## config.mk

```make
export PLATFORM = sky130hd
export DESIGN_NAME = wb_bram_ctrl
export DESIGN_NICKNAME = d
export VERILOG_FILES = /design/src/rtl/wb_bram_pkg.sv /design/src/rtl/wb_bram_ctrl.sv
export SDC_FILE = /design/constraint.sdc
export NUM_CORES = 1
export LEC_CHECK = 0
export ABC_AREA = 0
export ABC_CLOCK_PERIOD_IN_PS = 2650
export CORE_MARGIN = 8
export CORE_UTILIZATION = 46
export CTS_CLUSTER_DIAMETER = 150
export DETAILED_ROUTE_END_ITERATION = 7
export PLACE_DENSITY = 0.85
export SLEW_MARGIN = 15
export SYNTH_ARGS = -nofsm -noshare
export SYNTH_HDL_FRONTEND = slang
export SYNTH_SLANG_ARGS = --single-unit
```

## constraint.sdc

```tcl
create_clock -name CLK -period 2.65 [get_ports CLK]
set_input_delay 0.795 -clock CLK [delete_from_list [all_inputs] [get_ports CLK]]
set_output_delay 0.795 -clock CLK [all_outputs]
set_load 0.01 [all_outputs]
```

## src/rtl/wb_bram_pkg.sv

```systemverilog
// Shared types and constants for the Wishbone-to-BRAM controller.
// Width defaults here are the Caravel user-project values.
package wb_bram_pkg;

    localparam int              WB_ADR_W    = 32;
    localparam int              WB_SEL_W    = 4;
    localparam int              WB_DAT_W    = 32;
    localparam int              BRAM_ADDR_W = 12;
    localparam logic [7:0]      BASE_HI_DEF = 8'h38;

    typedef enum logic [2:0] {
        ST_IDLE,
        ST_WAIT,
        ST_ACCESS,
        ST_READ,
        ST_ACK
    } state_e;

    function automatic int cnt_width(input int d);
        return (d < 1) ? 1 : $clog2(d + 1);
    endfunction

endpackage

```

## src/rtl/wb_bram_ctrl.sv

```systemverilog
// Wishbone classic slave driving a BRAM port: decode the user window, stall
// DELAY cycles, perform one BRAM write or registered read, then a one-cycle ack.
module wb_bram_ctrl
    import wb_bram_pkg::*;
#(
    parameter int         ADDR_WIDTH = BRAM_ADDR_W,
    parameter int         BIT_WIDTH  = WB_DAT_W,
    parameter int         DELAY      = 10,
    parameter logic [7:0] BASE_HI    = BASE_HI_DEF
) (
    input  logic                  CLK,
    input  logic                  RST_N,
    input  logic                  wbs_cyc_i,
    input  logic                  wbs_stb_i,
    input  logic                  wbs_we_i,
    input  logic [WB_SEL_W-1:0]   wbs_sel_i,
    input  logic [WB_ADR_W-1:0]   wbs_adr_i,
    input  logic [BIT_WIDTH-1:0]  wbs_dat_i,
    output logic                  wbs_ack_o,
    output logic [BIT_WIDTH-1:0]  wbs_dat_o,
    output logic                  bram_en,
    output logic [WB_SEL_W-1:0]   bram_we,
    output logic [ADDR_WIDTH-1:0] bram_a,
    output logic [BIT_WIDTH-1:0]  bram_di,
    input  logic [BIT_WIDTH-1:0]  bram_do
);

    localparam int            CW       = cnt_width(DELAY);
    localparam logic [CW-1:0] DELAY_LD = CW'(DELAY);

    state_e                state_q, state_d;
    logic [CW-1:0]         cnt_q, cnt_d;
    logic [ADDR_WIDTH-1:0] addr_q, addr_d;
    logic                  we_q, we_d;
    logic [WB_SEL_W-1:0]   sel_q, sel_d;
    logic [BIT_WIDTH-1:0]  wdat_q, wdat_d;
    logic [BIT_WIDTH-1:0]  rdata_q, rdata_d;
    logic                  ack_q, ack_d;
    logic [BIT_WIDTH-1:0]  dat_q, dat_d;
    logic                  hit;

    // Middle address bits only alias the window; they are intentionally dropped.
    logic unused_adr;
    assign unused_adr = ^wbs_adr_i[23:ADDR_WIDTH];

    assign hit = wbs_cyc_i && wbs_stb_i && (wbs_adr_i[31:24] == BASE_HI);

    always_comb begin
        state_d = state_q;
        cnt_d   = cnt_q;
        addr_d  = addr_q;
        we_d    = we_q;
        sel_d   = sel_q;
        wdat_d  = wdat_q;
        rdata_d = rdata_q;
        case (state_q)
            ST_IDLE: begin
                if (hit) begin
                    addr_d  = wbs_adr_i[ADDR_WIDTH-1:0];
                    we_d    = wbs_we_i;
                    sel_d   = wbs_sel_i;
                    wdat_d  = wbs_dat_i;
                    cnt_d   = DELAY_LD;
                    state_d = (DELAY == 0) ? ST_ACCESS : ST_WAIT;
                end
            end
            ST_WAIT: begin
                // Master may give up during the stall; nothing has touched BRAM yet.
                if (!(wbs_cyc_i && wbs_stb_i))
                    state_d = ST_IDLE;
                else if (cnt_q == CW'(1))
                    state_d = ST_ACCESS;
                else
                    cnt_d = cnt_q - CW'(1);
            end
            ST_ACCESS: state_d = we_q ? ST_ACK : ST_READ;
            ST_READ: begin
                rdata_d = bram_do;
                state_d = ST_ACK;
            end
            ST_ACK:  state_d = ST_IDLE;
            default: state_d = ST_IDLE;
        endcase
        ack_d = (state_d == ST_ACK);
        dat_d = (state_d == ST_ACK && !we_q) ? rdata_d : '0;
    end

    // BRAM side decodes from state and latched request only.
    always_comb begin
        bram_en = 1'b0;
        bram_we = '0;
        bram_a  = '0;
        bram_di = '0;
        case (state_q)
            ST_ACCESS: begin
                bram_en = 1'b1;
                bram_a  = addr_q;
                bram_di = wdat_q;
                bram_we = we_q ? sel_q : '0;
            end
            ST_READ: begin
                bram_en = 1'b1;
                bram_a  = addr_q;
            end
            default: ;
        endcase
        // Suppress the strobe in a reset cycle so no partial write lands.
        if (!RST_N) begin
            bram_en = 1'b0;
            bram_we = '0;
        end
    end

    always_ff @(posedge CLK) begin
        if (!RST_N) begin
            state_q <= ST_IDLE;
            cnt_q   <= '0;
            addr_q  <= '0;
            we_q    <= 1'b0;
            sel_q   <= '0;
            wdat_q  <= '0;
            rdata_q <= '0;
            ack_q   <= 1'b0;
            dat_q   <= '0;
        end else begin
            state_q <= state_d;
            cnt_q   <= cnt_d;
            addr_q  <= addr_d;
            we_q    <= we_d;
            sel_q   <= sel_d;
            wdat_q  <= wdat_d;
            rdata_q <= rdata_d;
            ack_q   <= ack_d;
            dat_q   <= dat_d;
        end
    end

    assign wbs_ack_o = ack_q;
    assign wbs_dat_o = dat_q;

endmodule

```

==> reports/results.tsv <==
stage	metric	value	unit
sta	final setup fails	0	
sta	Worst-Margin Slew	0.9301	ns
layout	Design Area, Final	6884	um^2
sta	RSZ-0062 raised after global routing	true	
run	maxcap violations	0	
layout	Layout fillers	745	
drt	# DRC	0	
critical_path	Arr. time, crit path	1.82	ns
layout	Final nets	773	
critical_path	worst reg2reg setup slack	0.89	ns
sta	Hold Vio Cnt, Final	0	
grt	Total GRT Usage	0.1810	
yosys	sequential element share of the synthesized area	0.5272	
placement	Routability Congestion	0.7513	
drt	WL final	12200	um
yosys	mapped cell area	4594	um^2
floorplanning	num rows	36	
grt	vias in the first global route	3816	
drt	via count of the routed design	3889	
drt	post-detailed-route count of antenna-violating nets	0	
status	status	finished, final reports clean	
sta	worst hold slack	0.4499	ns
sta	Final Max Tran Viols	0	
sta	Final period util	0.9887	
critical_path	worst flop-to-flop path startpoint	state_q[2]	
power	worst vdd ir	0.4098	mV
floorplanning	Die Area	13440	um^2
clock_tree	Worst-Skew Late Latency	0.50	ns
yosys	async set or reset register ratio after synthesis	0	
critical_path	critical path capture point type	primary output	
sta	crit path time final	2.620	ns
yosys	flops & latches, synth	121	
yosys	Post-synth EDFFs	0	
drt	Vias/cell	4.789	
clock_tree	buffer depth of the longest clock path	2	
floorplanning	initial core utilization	0.4722	
yosys	Cells after Synth	492	
placement	Detail Placement HPWL	8578	um
floorplanning	CORE AREA	9729	um^2
layout	share of cells above drive strength 1	0.1856	
drt	drt wl/cell	15.02	um
critical_path	Slowest-stage cell, CP	dfxtp_2	
critical_path	worst r2r path cells	6	
grt	total gr overflow	0	
clock_tree	CTS tree	yes	
layout	Layout area overhead	49.84	%
yosys	Syn. warnings	0	
clock_tree	Clock transition at path regs	0.06	ns
sta	f_max	381.7	MHz
grt	global-route wire length before repair	19130	um
critical_path	WS Path Type	flip-flop to primary output	
yosys	Synth Flop Type	dfxtp_1	
floorplanning	die width	115.9	um
critical_path	worst-path maximum fanout	16	
critical_path	CP max stage delay	0.32	ns
power	Static Leak	3.053	nW
yosys	Post-Syn Nets	599	
clock_tree	Root Driver	clkbuf_8	
sta	Clock Skews	0.007053	ns
layout	Post-Layout Cell Count	812	
worst_hold_path	Hold Path Class	flip-flop to flip-flop	
sta	setup TNS	0	ns
floorplanning	# IOs	187	
placement	port buffer count	174	
layout	register area	2425	um^2
critical_path	Critical Path RT	1.86	ns
grt	initial antenna violation count	0	
drt	Initial DRC Count	156	
yosys	Avg Synthesized Cell Area	9.338	um^2
critical_path	end of the critical path	bram_di[28]	
placement	dpl cell area	6382	um^2
critical_path	crit-path cells	and2b_1 > and2b_2 > bufbuf_16 > and2_1 > buf_2	
power	Design Power	4.312	mW
drt	1st-pass router iterations	4	
layout	footprint of the multi-input gates	1952	um^2
layout	Ant. Diodes	0	
sta	Slew headroom	0.3799	
critical_path	reg2reg end	wbs_dat_o[11]	
floorplanning	Vert. Die Dim	115.9	um
placement	Cells after DPL	774	
grt	largest net degree at the start of global routing	101	
clock_tree	Num CTS Buffers	17	
yosys	Yosys cell types	37	
critical_path	CP startpoint kind	flip-flop	
power	PwrDens	626.4	nW/um^2
clock_tree	CTS Sinks	121	
clock_tree	H-tree levels	4	
critical_path	critical path launch point	state_q[2]	
cell families (layout without fill, tap and decap cells):
kind of cell	after synthesis	count (layout)	share of synthesized area
compound gates	58	58	0.09069
xor+xnor	1	1	0.001907
fa+ha+maj	2	2	0.005446
buf+inv	40	227	0.05229
flops	121	121	0.5272
mux	33	33	0.07190
simple gates	237	237	0.2505
flip-flops by register name (all words and copies together), names as in the netlist:
register / cells
addr_q: 12
cnt_q: 4
rdata_q: 32
sel_q: 4
state_q: 3
wbs_ack_o: 1
wbs_dat_o: 32
wdat_q: 32
we_q: 1
worst max-delay path, delay by kind of cell, from the launching register on:
family        cells  cell delay (ns)
flops             1             0.32
buf+inv           2             0.43
simple gates      3             0.59
synthesized netlist by cell type, drive strengths merged, types with 2 or more instances:
cell type    n  area, um^2
nor2b        2       12.51
nor2        68       255.2
a21oi        2       10.01
buf         21       168.9
inv          2       7.510
dfxtp      121        2422
nand3       52       260.3
o21ai       50       355.3
nand2b       2       12.51
clkbuf      16       60.06
ha           2       25.02
and2b        2       15.01
a31oi        2       18.77
nand2       52       195.2
and2        50       312.8
mux2i       33       330.3
timing repair:
action,in CTS,in global routing
cloned,1,0
resized for setup,157,6
hold buffers,0,0
buffers inserted,4,1
setup endpoints to repair,49,36
through the flow:
stage | utilization | setup slack, ns
global route | 0.7076 | -0.04572
finish | 0.7076 | 0.03000
detailed placement | 0.6560 | 0.05502
CTS | 0.7079 | -0.003322
floorplan | - | 0.4484
global placement | 0.6560 | 0.06135
cell type report:
type,instances,area share
multi-input combinational,331,0.2835
sequential,121,0.3522
timing repair buffer,192,0.2521
clock inverter,15,0.02617
inverter,3,0.001636
tap,133,0.02417
clock buffer,17,0.06016
metal layers:
metal  track usage  wire length, um  up-vias
met1        0.1909             4840     1776
met5             0                0        -
met4       0.04927               88        0
met3       0.07973             1151       10
met2        0.3202             6120      122
li1              -                -     1981
cells in the final DEF (no fill, tap or decap), drive strengths merged, types with 2 or more instances in the layout:
cell and n:
clkdlybuf4s50 124, dfxtp 121, nor2 68, nand3 52
nand2 52, and2 50, buf 50, o21ai 50
mux2i 33, clkbuf 21, dlygate4sd2 13, inv 12
clkinvlp 3, nand2b 2, a21oi 2, nor2b 2
ha 2, bufinv 2, and2b 2, a31oi 2
worst min path at each step:
stage	endpoint	cells after the start	startpoint
detailed placement	wdat_q[19]	2	wdat_q[19]
global placement	wdat_q[19]	2	wdat_q[19]
CTS	wdat_q[19]	2	wdat_q[19]
floorplan	addr_q[10]	2	addr_q[10]
finish	wdat_q[19]	2	wdat_q[19]
global route	wdat_q[12]	2	wdat_q[12]
report_power, final:
group	switching [mW]	internal, mW	total (mW)
sequential	0.000270	1.82	1.82
clock	0.908	1.38	2.29
combinational	0.0698	0.133	0.203
Note: power is estimated with default switching activity, not from simulation.
